--- src/rtl/lnvd_pkg.sv ---
// Shared constants, FSM encoding and channel-select helper for the LNVD
// acquisition scheduler.
package lnvd_pkg;

    localparam int LNVD_DATA_W      = 12;
    localparam int LNVD_N_CH        = 4;
    localparam int LNVD_DIV_DEFAULT = 200;
    localparam int LNVD_DIV_MIN     = 4;

    typedef enum logic {
        IDLE = 1'b0,
        SEND = 1'b1
    } state_t;

    // Lowest set bit of a 4-bit channel mask; 0 when the mask is empty.
    function automatic logic [1:0] lowest_ch(input logic [3:0] m);
        lowest_ch = 2'd0;
        for (int i = 3; i >= 0; i--) begin
            if (m[i]) lowest_ch = 2'(i);
        end
    endfunction

endpackage

--- src/rtl/lnvd_rate_gen.sv ---
// Programmable decimation strobe: counts 0..D-1 while enabled, with
// D = max(div_cfg, 4) latched on enable rising and on each wrap.
module lnvd_rate_gen
    import lnvd_pkg::*;
#(
    parameter int DIV_W = 16
) (
    input  logic             clk,
    input  logic             rst,
    input  logic             en,
    input  logic [DIV_W-1:0] div_cfg,
    output logic             strobe
);

    logic [DIV_W-1:0] cnt;
    logic [DIV_W-1:0] d_reg;
    logic [DIV_W-1:0] d_cfg;
    logic [DIV_W-1:0] d_cur;
    logic             en_q;

    assign d_cfg = (div_cfg < DIV_W'(LNVD_DIV_MIN)) ? DIV_W'(LNVD_DIV_MIN) : div_cfg;
    // On the first enabled cycle the live config applies so period D holds from the start.
    assign d_cur  = (en && !en_q) ? d_cfg : d_reg;
    assign strobe = en && (cnt == (d_cur - DIV_W'(1)));

    always_ff @(posedge clk) begin
        if (rst) begin
            cnt   <= '0;
            d_reg <= DIV_W'(LNVD_DIV_DEFAULT);
            en_q  <= 1'b0;
        end else begin
            en_q <= en;
            if (!en) begin
                cnt <= '0;
            end else if (strobe) begin
                cnt   <= '0;
                d_reg <= d_cfg;
            end else begin
                cnt <= cnt + DIV_W'(1);
                if (!en_q) d_reg <= d_cfg;
            end
        end
    end

endmodule

--- src/rtl/lnvd_chan_sched.sv ---
// Snapshots four channels on each decimation strobe and serializes the
// enabled channels, ascending, onto one valid/ready link.
module lnvd_chan_sched
    import lnvd_pkg::*;
#(
    parameter int DATA_W = LNVD_DATA_W,
    parameter int DIV_W  = 16
) (
    input  logic              clk,
    input  logic              rst,
    input  logic              en,
    input  logic [DIV_W-1:0]  div_cfg,
    input  logic [3:0]        ch_en,
    input  logic [DATA_W-1:0] data_in1,
    input  logic [DATA_W-1:0] data_in2,
    input  logic [DATA_W-1:0] data_in3,
    input  logic [DATA_W-1:0] data_in4,
    input  logic              clr_ovr,
    output logic [DATA_W-1:0] out_data,
    output logic [1:0]        out_ch,
    output logic              out_sof,
    output logic              out_valid,
    input  logic              out_ready,
    output logic              sample_strobe,
    output logic              overrun,
    output logic              busy
);

    localparam int N_CH = LNVD_N_CH;

    state_t                        state, state_nxt;
    logic [N_CH-1:0][DATA_W-1:0]   snap;
    logic [N_CH-1:0]               mask;
    logic [N_CH-1:0]               rem;
    logic [1:0]                    cur_ch;
    logic [N_CH-1:0]               cur_bit;
    logic                          strobe, last, hs, slot_free, capture, drop;

    lnvd_rate_gen #(.DIV_W(DIV_W)) u_rate (
        .clk     (clk),
        .rst     (rst),
        .en      (en),
        .div_cfg (div_cfg),
        .strobe  (strobe)
    );

    assign sample_strobe = strobe;

    // rem holds the channels of the current frame not yet handed off.
    assign cur_ch    = lowest_ch(rem);
    assign cur_bit   = N_CH'(1) << cur_ch;
    assign last      = (rem & ~cur_bit) == '0;
    assign hs        = (state == SEND) && out_ready;
    assign slot_free = (state == IDLE) || (hs && last);
    assign capture   = strobe && slot_free;
    assign drop      = strobe && !slot_free;

    always_ff @(posedge clk) begin
        if (rst) state <= IDLE;
        else     state <= state_nxt;
    end

    always_comb begin
        state_nxt = state;
        case (state)
            IDLE: if (capture && ch_en != '0) state_nxt = SEND;
            SEND: if (hs && last) state_nxt = (capture && ch_en != '0) ? SEND : IDLE;
            default: state_nxt = IDLE;
        endcase
    end

    always_comb begin
        out_valid = 1'b0;
        busy      = 1'b0;
        out_ch    = 2'd0;
        out_data  = '0;
        out_sof   = 1'b0;
        if (state == SEND) begin
            out_valid = 1'b1;
            busy      = 1'b1;
            out_ch    = cur_ch;
            out_data  = snap[cur_ch];
            out_sof   = (rem == mask);
        end
    end

    always_ff @(posedge clk) begin
        if (rst) begin
            snap    <= '0;
            mask    <= '0;
            rem     <= '0;
            overrun <= 1'b0;
        end else begin
            if (capture) begin
                snap <= {data_in4, data_in3, data_in2, data_in1};
                mask <= ch_en;
                rem  <= ch_en;
            end else if (hs) begin
                rem <= rem & ~cur_bit;
            end
            if (drop)         overrun <= 1'b1;
            else if (clr_ovr) overrun <= 1'b0;
        end
    end

endmodule

--- config.mk ---
export PLATFORM = sky130hd
export DESIGN_NAME = lnvd_chan_sched
export DESIGN_NICKNAME = d
export VERILOG_FILES = /design/src/rtl/lnvd_pkg.sv /design/src/rtl/lnvd_rate_gen.sv /design/src/rtl/lnvd_chan_sched.sv
export SDC_FILE = /design/constraint.sdc
export NUM_CORES = 1
export LEC_CHECK = 0
export CORE_MARGIN = 2
export CORE_UTILIZATION = 25
export CTS_CLUSTER_DIAMETER = 120
export DETAILED_ROUTE_END_ITERATION = 7
export GPL_TIMING_DRIVEN = 0
export RECOVER_POWER = 50
export SKIP_CTS_REPAIR_TIMING = 1
export SLEW_MARGIN = 20
export SYNTH_ARGS = -nofsm -noshare
export SYNTH_HDL_FRONTEND = slang
export SYNTH_SLANG_ARGS = --single-unit
export TNS_END_PERCENT = 10
--- constraint.sdc ---
create_clock -name clk -period 4.2 [get_ports clk]
set_input_delay 0.63 -clock clk [delete_from_list [all_inputs] [get_ports clk]]
set_output_delay 0.63 -clock clk [all_outputs]
set_load 0.1 [all_outputs]
# Word-level counts from Yosys, hierarchy flattened
# Cells that the tools add are included.
[word_totals] output_inout_bits=19 ff_bits=91 input_bits=73 wordCells=60
[op_classes] n_shift=1 add_sub_neg=2 n_eq_ne=3 bitwise=4 n_reduce_logical=16 order_cmp=2 mux=21
[ops] cell="2-to-1 mux 16 bit" count=4
[ops] cell="binary-select mux 12 bit (select 2 bit)" count=1
[ops] cell="2-to-1 mux 12 bit" count=2
[ops] cell="adder 16 x 1 -> 16 bit, second input constant" count=1
[ops] cell="equality test 16 bit" count=1
[ops] cell="less-than comparator 16 x 3 -> 1 bit, second input constant" count=1
[ops] cell="subtractor 16 x 1 -> 16 bit, second input constant" count=1
[ops] cell="2-to-1 mux 2 bit" count=5
[ops] cell="2-to-1 mux 4 bit" count=2
[ops] cell="logical AND 1 bit" count=7
[ops] cell="2-to-1 mux 1 bit" count=6
[ops] cell="bitwise AND 4 bit" count=1
[ops] cell="equality test 4 bit" count=1
[ops] cell="logical NOT 4 bit" count=1
[ops] cell="inverter 4 bit" count=1
[ops] cell="nonzero test 2 bit" count=2
[ops] cell="nonzero test 4 bit" count=1
[ops] cell="left shift 1 x 2 -> 4 bit, first input constant" count=1
[ops] cell="less-than comparator 2 x 3 -> 1 bit, second input constant" count=1
[ops] cell="OR reduction 3 bit" count=1
[ops] cell="logical NOT 1 bit" count=2
[ops] cell="inequality test 2 bit, second input constant" count=1
[ops] cell="inverter 1 bit" count=2
[ops] cell="case mux 1 bit (2 select lines)" count=1
[ops] cell="2 further kinds" count=2

# Logic depth before layout (Yosys ltp)
# Gate-level depths: netlist of the first run.
[depth] depth_word=15 mapped_depth=16 ltp_nobuf=13

# Modules after synthesis
# Synthesis of the first run repeated with hierarchy kept, for this count alone.
[hier_totals] hier_cells=655 hier_area_um2=5246.3
[modules_own_cells] module="lnvd_rate_gen" cells_per_inst=337 seq_area_each_um2=660.6 n_inst=1 area_each_um2=2727.6
[modules_own_cells] module="lnvd_chan_sched" cells_per_inst=318 seq_area_each_um2=1161.1 n_inst=1 area_each_um2=2518.7

# Least setup slack after synthesis of the first run
# Ideal clock, no wire load.
[synth_path] path_type="input to output" startpoint="input en" endpoint="output sample_strobe" t_arrival_ns=7.224 required_time_ns=3.570 path_slack_ns=-3.654 path_buffers=2 path_stages=9 path_cell_list="nor2b_1 > buf_2 > mux2i_1 > xnor2_1 > nand4_1 > a2111o_1 > and2_1 > clkbuf_1 > a2111oi_0"
[synth_via] elab_chain_len=5
[synth_rtl] item="start: declaration" line="lnvd_chan_sched.sv:11" source="input logic en,"
[synth_rtl] item="logical AND 1 bit" line="lnvd_rate_gen.sv:23" source="assign d_cur = (en && !en_q) ? d_cfg : d_reg;"
[synth_rtl] item="2-to-1 mux 16 bit" line="lnvd_rate_gen.sv:23"
[synth_rtl] item="subtractor 16 x 1 -> 16 bit" line="lnvd_rate_gen.sv:24" source="assign strobe = en && (cnt == (d_cur - DIV_W'(1)));"
[synth_rtl] item="equality test 16 bit" line="lnvd_rate_gen.sv:24"
[synth_rtl] item="logical AND 1 bit (*)" line="lnvd_rate_gen.sv:24"
[synth_rtl] item="end: declaration" line="lnvd_chan_sched.sv:24" source="output logic sample_strobe,"
# Mark *: on every way between the ends. The rest lies on a longest branch, timed or not.

# Worst setup path in the final report of the first run
# Ends and elaborated chain as after synthesis.

==> results of run 1 <==
Yosys cell counts, drive strengths merged, types with 18 or more instances:
cell type | instances | area share (%)
xnor2 | 20 | 3.1
nor2b | 20 | 2.2
nand4 | 47 | 5.2
nor2 | 34 | 2.2
clkbuf | 49 | 3.2
mux2i | 39 | 6.9
nand2b | 56 | 6.2
o31ai | 32 | 4.4
nor3 | 28 | 2.9
dfxtp | 91 | 32
nand3 | 26 | 2.3
o21ai | 27 | 2.4
a21oi | 41 | 3.8
xor2 | 18 | 2.8
worst reg2reg max path: cells and delay by family (launching register included):
family,cells,cell delay [ns]
buf+inv,3,1.00
simple gates,5,0.79
fa+ha+maj,1,0.26
flops,1,0.44
xor+xnor,1,0.10
compound gates,4,1.17
layout make-up:
cell class,instances,area (um2),share of cell area (%)
timing repair buffer,94,948.4,12.93
clock inverter,6,72.57,0.9896
sequential,91,1822,24.84
inverter,5,18.77,0.2559
buffer,62,304.0,4.146
multi-input combinational,518,3582,48.85
clock buffer,10,229.0,3.122
tap,285,356.6,4.863
logic make-up (layout without fill, tap and decap cells):
kind of cell	after synthesis	in the layout	share of synthesized area [%]
adders and majority gates	3	3	0.6174
buffers and inverters	67	177	5.601
muxes	51	51	9.261
xor gates and xnor gates	38	38	5.866
AOI/OAI and AO/OA	148	148	17.88
DFF	91	91	32.11
and+or+nand+nor	278	278	28.67
layer usage:
metal	up-vias	routed length [um]
met5	-	0
met4	0	536
met3	34	913
met2	189	9006
met1	2667	8499
li1	2725	-
layout by cell type, fill, tap and decap left out, types with 10 or more instances in the layout:
cell and count:
a21oi_1 40, a222oi_1 12, a22oi_1 10, clkbuf_1 49, clkdlybuf4s50_1 74, dfxtp_1 91, mux2_2 12, mux2i_1 37
nand2_1 13, nand2b_1 56, nand3_1 26, nand4_1 47, nor2_1 34, nor2b_1 19, nor3_1 25, nor3b_1 14
o21ai_0 23, o31ai_1 30, xnor2_1 20, xor2_1 18
power breakdown:
group	total (mW)	internal, mW	switching, mW
Sequential	0.903	0.882	0.0207
Combinational	0.407	0.172	0.234
Clock	0.848	0.468	0.380
Total	2.16	1.52	0.635
stage by stage:
| stage | instance area, um2 | instances | util [%] | TNS [ns] |
|---|---|---|---|---|
| floorplan | 5695 | 676 | - | 0 |
| global placement | 6963 | 1052 | 31.04 | -28.83 |
| detailed placement | 6963 | 1052 | 31.04 | -31.96 |
| CTS | 7264 | 1068 | 32.38 | -8.298 |
| global route | 7333 | 1071 | 32.69 | -5.916 |
| finish | 7333 | 1071 | 32.69 | -0.2947 |
how the worst max path moves through the flow:
stage,to,slack (ns),depth (start not counted)
after floorplan,sample_strobe,0.01,9
after global placement,sample_strobe,-1.45,11
after detailed placement,sample_strobe,-1.47,14
after CTS,sample_strobe,-1.48,14
after global routing,sample_strobe,-0.44,14
final,sample_strobe,-0.29,11
==> impl_metrics.ini, run 1 <==
[critical_path]
r2r_setup_slack_ns = 0.38
cp-start-kind = input pin
reg2reg_depth = 14
rr_endpoint = snap[15]$_SDFFE_PP0P_
path_delay_family = buffers and inverters
cp_slowest_stage_delay_ns = 0.60
reg2reg_from = u_rate.en_q$_SDFF_PP0_
critPathLaunch = en
critPathCaptureType = output port
slowest_stage = clkdlybuf4s50_1
required_ns = 3.57
worst-setup-path-type = input pin to output port
worst-endpoint-arrival_ns = 3.86
cp_num_buf_inv = 4
path_cells = clkdlybuf4s50_1, nor2b_2, buf_4, mux2i_2, xnor2_1, nand4_1, a2111o_1, and2_1, buf_2, a2111oi_4, buf_6
cp_max_fo = 10

[grt]
grt_pass1_vias = 5380
gr-usage-met3_pct = 2.129
grt_remaining_overflow = 0
grt_max_degree = 17
antenna_found_initial = 0
gr-usage-met1_pct = 20.32
met2_usage_pct = 25.38
grt_pass1_wl_mm = 29.23
busiest_layer = met2
grtUsageTotal_pct = 15.43

[place]
dp_hpwl_mm = 14.28
post-place-ws_ns = -1.474
place.gp.congestion = 0.8792
numPortBuffers = 91

[sta]
slew_violations = 0
period_share_pct = 107.0
setup_violations = 1
fin_hold_ws_ns = 0.4655
setup_slack_ns = -0.2947
finClkSkew_ns = 0.01126
fin_crit_ns = 4.495
fmax_mhz = 222.5
hold_viol_final = 0
grt_setup_unrepaired = true
tightest_slew_ns = 1.174
slew_headroom_pct = 22.05

[final_layout]
diodes = 0
final_layout_size_suffix_gt1_share_pct = 9.033
layout-area-overhead-vs-synth_pct = 29.24
largest_reg_flops = 48
nets = 856
final.fill_count = 2373

[floorplanning]
die_w_um = 154.7
initial_core_util_pct = 25.29
rows = 55
die_h_um = 154.7
core_area_um2 = 22430
num_io_pins = 92
fp.dieArea_um2 = 23920

[synth]
syn-num-nets = 751
yosysSeqAreaShare_pct = 32.11
ys_warn_count = 0
syn_area_per_cell_um2 = 8.394
yosysUniqueCellTypes = 65
async_flop_share_pct = 0
syn_inst = 676
syn_area_um2 = 5674
synth-edff-count = 0
synth_top_flop_cell = dfxtp_1
synth_seq_cells = 91

[power_and_ir_drop]
cellPowerDensity_nw_per_um2 = 294.2
power.leakage_nw = 2.508
power.total_mw = 2.158
vdd_drop_max_mv = 0.1622

[detailed_routing]
wl_mm = 18.96
via_count = 5615
route.detailed.drc = 0
ant_nets = 0
drt_iter0_markers = 548
vias_per_cell = 5.243
drtPass1Iterations = 5
wl_per_cell_um = 17.70

[clock_tree]
cts_buffer_depth = 2
cts_root_buf = clkbuf_16
cts_tree = built
clock_sinks = 91
clkLatencyLatePin_ns = 0.36
cts_buffers = 9
clk_pin_slew_ns = 0.07
h-tree-depth = 3

[min_path]
worstHoldPathCells = 2
worstHoldStart = snap[8]$_SDFFE_PP0P_
min_path_type = flop to flop
holdPathEnd = snap[8]$_SDFFE_PP0P_

[run_status]
outcome = finished with violations
failed_checks = negative setup slack

[flow_run]
maxCapViolations = 0
(Power assumes the default switching activity.)
==> inputs of run 2 (changes only) <==
Settings changed: SKIP_LAST_GASP set to 1.
Clock period 4.2 ns to 4.5 ns, I/O delays scaled along.
==> impl_metrics.ini, run 2 (synthesis gave the netlist of run 1 again) <==
[run_status]
outcome = finished with violations
failed_checks = negative setup slack

[clock_tree]
h-tree-depth = 3
cts_tree = built
cts_buffers = 9
clock_sinks = 91
clkLatencyLatePin_ns = 0.35
cts_root_buf = clkbuf_16
cts_buffer_depth = 2
clk_pin_slew_ns = 0.07

[sta]
slew_headroom_pct = 34.22
period_share_pct = 101.6
grt_setup_unrepaired = true
setup_slack_ns = -0.07136
finClkSkew_ns = 0.006623
setup_violations = 1
hold_viol_final = 0
fin_hold_ws_ns = 0.4696
slew_violations = 0
fmax_mhz = 218.8
tightest_slew_ns = 0.9835
fin_crit_ns = 4.571

[critical_path]
cp-start-kind = input pin
critPathCaptureType = output port
cp_max_fo = 6
slowest_stage = clkdlybuf4s50_1
crit_top_cell = nand4_1
worst-endpoint-arrival_ns = 3.90
path_cells = clkdlybuf4s50_1, nor4_2, nand4_1, buf_4, nand2_2, nor2_1, a21oi_1, ha_2, xor2_1, nand2_1, a31oi_1, nand4_1, nand4b_1, a2111oi_4, buf_6
worst-setup-path-type = input pin to output port
cp_slowest_stage_delay_ns = 0.51
required_ns = 3.83

[floorplanning]
num_io_pins = 92
die_w_um = 154.7
rows = 55
initial_core_util_pct = 25.29
die_h_um = 154.7
core_area_um2 = 22430
fp.dieArea_um2 = 23920

[final_layout]
final_common_cell = dfxtp_1
diodes = 0
layout_common_cells = dfxtp_1, clkdlybuf4s50_1, nand2b_1
layout-area-overhead-vs-synth_pct = 28.84
fin_cells = 1070
fin_util_pct = 32.59
largest_reg_flops = 48
final.fill_count = 2410
nets = 855
finalInstanceArea_um2 = 7311
final_layout_size_suffix_gt1_share_pct = 8.535

[power_and_ir_drop]
vdd_drop_max_mv = 0.2336
power.total_mw = 2.050
cellPowerDensity_nw_per_um2 = 280.4
power.leakage_nw = 2.425

[grt]
grt_pass1_vias = 5312
grtUsageTotal_pct = 15.41
antenna_found_initial = 0
grt_pass1_wl_mm = 29.44
grt_remaining_overflow = 0
grt_max_degree = 19

[detailed_routing]
wl_per_cell_um = 17.65
wl_mm = 18.89
ant_nets = 0
drt_iter0_markers = 413
drtPass1Iterations = 8
route.detailed.drc = 0
via_count = 5598
vias_per_cell = 5.232

[min_path]
min_path_type = flop to flop

[place]
placed_area_um2 = 6960
dp_hpwl_mm = 14.11
dp.cells = 1052
numPortBuffers = 91
place.gp.congestion = 0.8845

[flow_run]
maxCapViolations = 0
[run 2: changes by cell type in the layout (fill, tap and decap cells not counted), sizes merged]
cell | before | now
clkinvlp | 3 | 1
buf | 18 | 14
clkbuf | 59 | 60
dlymetal6s2s | 8 | 6
inv | 7 | 10
clkdlybuf4s50 | 74 | 75
dlygate4sd3 | 7 | 9
[run 2: power breakdown]
part	switching (mW)	internal, mW
registers	0.0198	0.823
logic	0.218	0.159
clock network	0.381	0.449
total	0.619	1.43
[run 2: cell type report]
type	instances	area, um2	area share, %
inverters	5	18.77	0.2567
multi-input cells	518	3565	48.76
repair buffers	93	942.2	12.89
flip-flops and latches	91	1822	24.92
plain buffers	62	290.3	3.971
clock buffers	9	225.2	3.081
clock inverters	7	91.34	1.249
well taps	285	356.6	4.878
[run 2: critical path, delay by kind of cell]
kind | cells | cell delay [ns]
adders and majority gates | 1 | 0.29
AOI/OAI and AO/OA | 3 | 0.71
and+or+nand+nor | 7 | 1.07
xor gates and xnor gates | 1 | 0.14
buffers and inverters | 3 | 0.98
[run 2: worst paths after layout]
kind / end / cells after the start / slack, ns / from
worst min-delay path: snap[18]$_SDFFE_PP0P_ / 2 / 0.47 / snap[18]$_SDFFE_PP0P_
worst max register to register: snap[4]$_SDFFE_PP0P_ / 16 / 0.51 / u_rate.en_q$_SDFF_PP0_
worst min register to register: snap[18]$_SDFFE_PP0P_ / 2 / 0.47 / snap[18]$_SDFFE_PP0P_
worst max-delay path: sample_strobe / 15 / -0.07 / div_cfg[2]
[run 2: routing by layer]
layer | GRT usage, % | wire length, um | up-vias
li1 | - | - | 2725
met1 | 22.21 | 9030 | 2647
met2 | 23.34 | 8224 | 198
met3 | 3.026 | 1194 | 28
met4 | 4.233 | 438 | 0
met5 | 0 | 0 | -
[run 2: through the flow]
step	worst slack, ns	setup TNS, ns
after detailed placement	-1.476	-22.43
after global placement	-1.447	-25.44
after CTS	-1.472	-2.801
after global routing	-0.2009	-3.676
after floorplan	0.08759	0
final	-0.07136	-0.07136
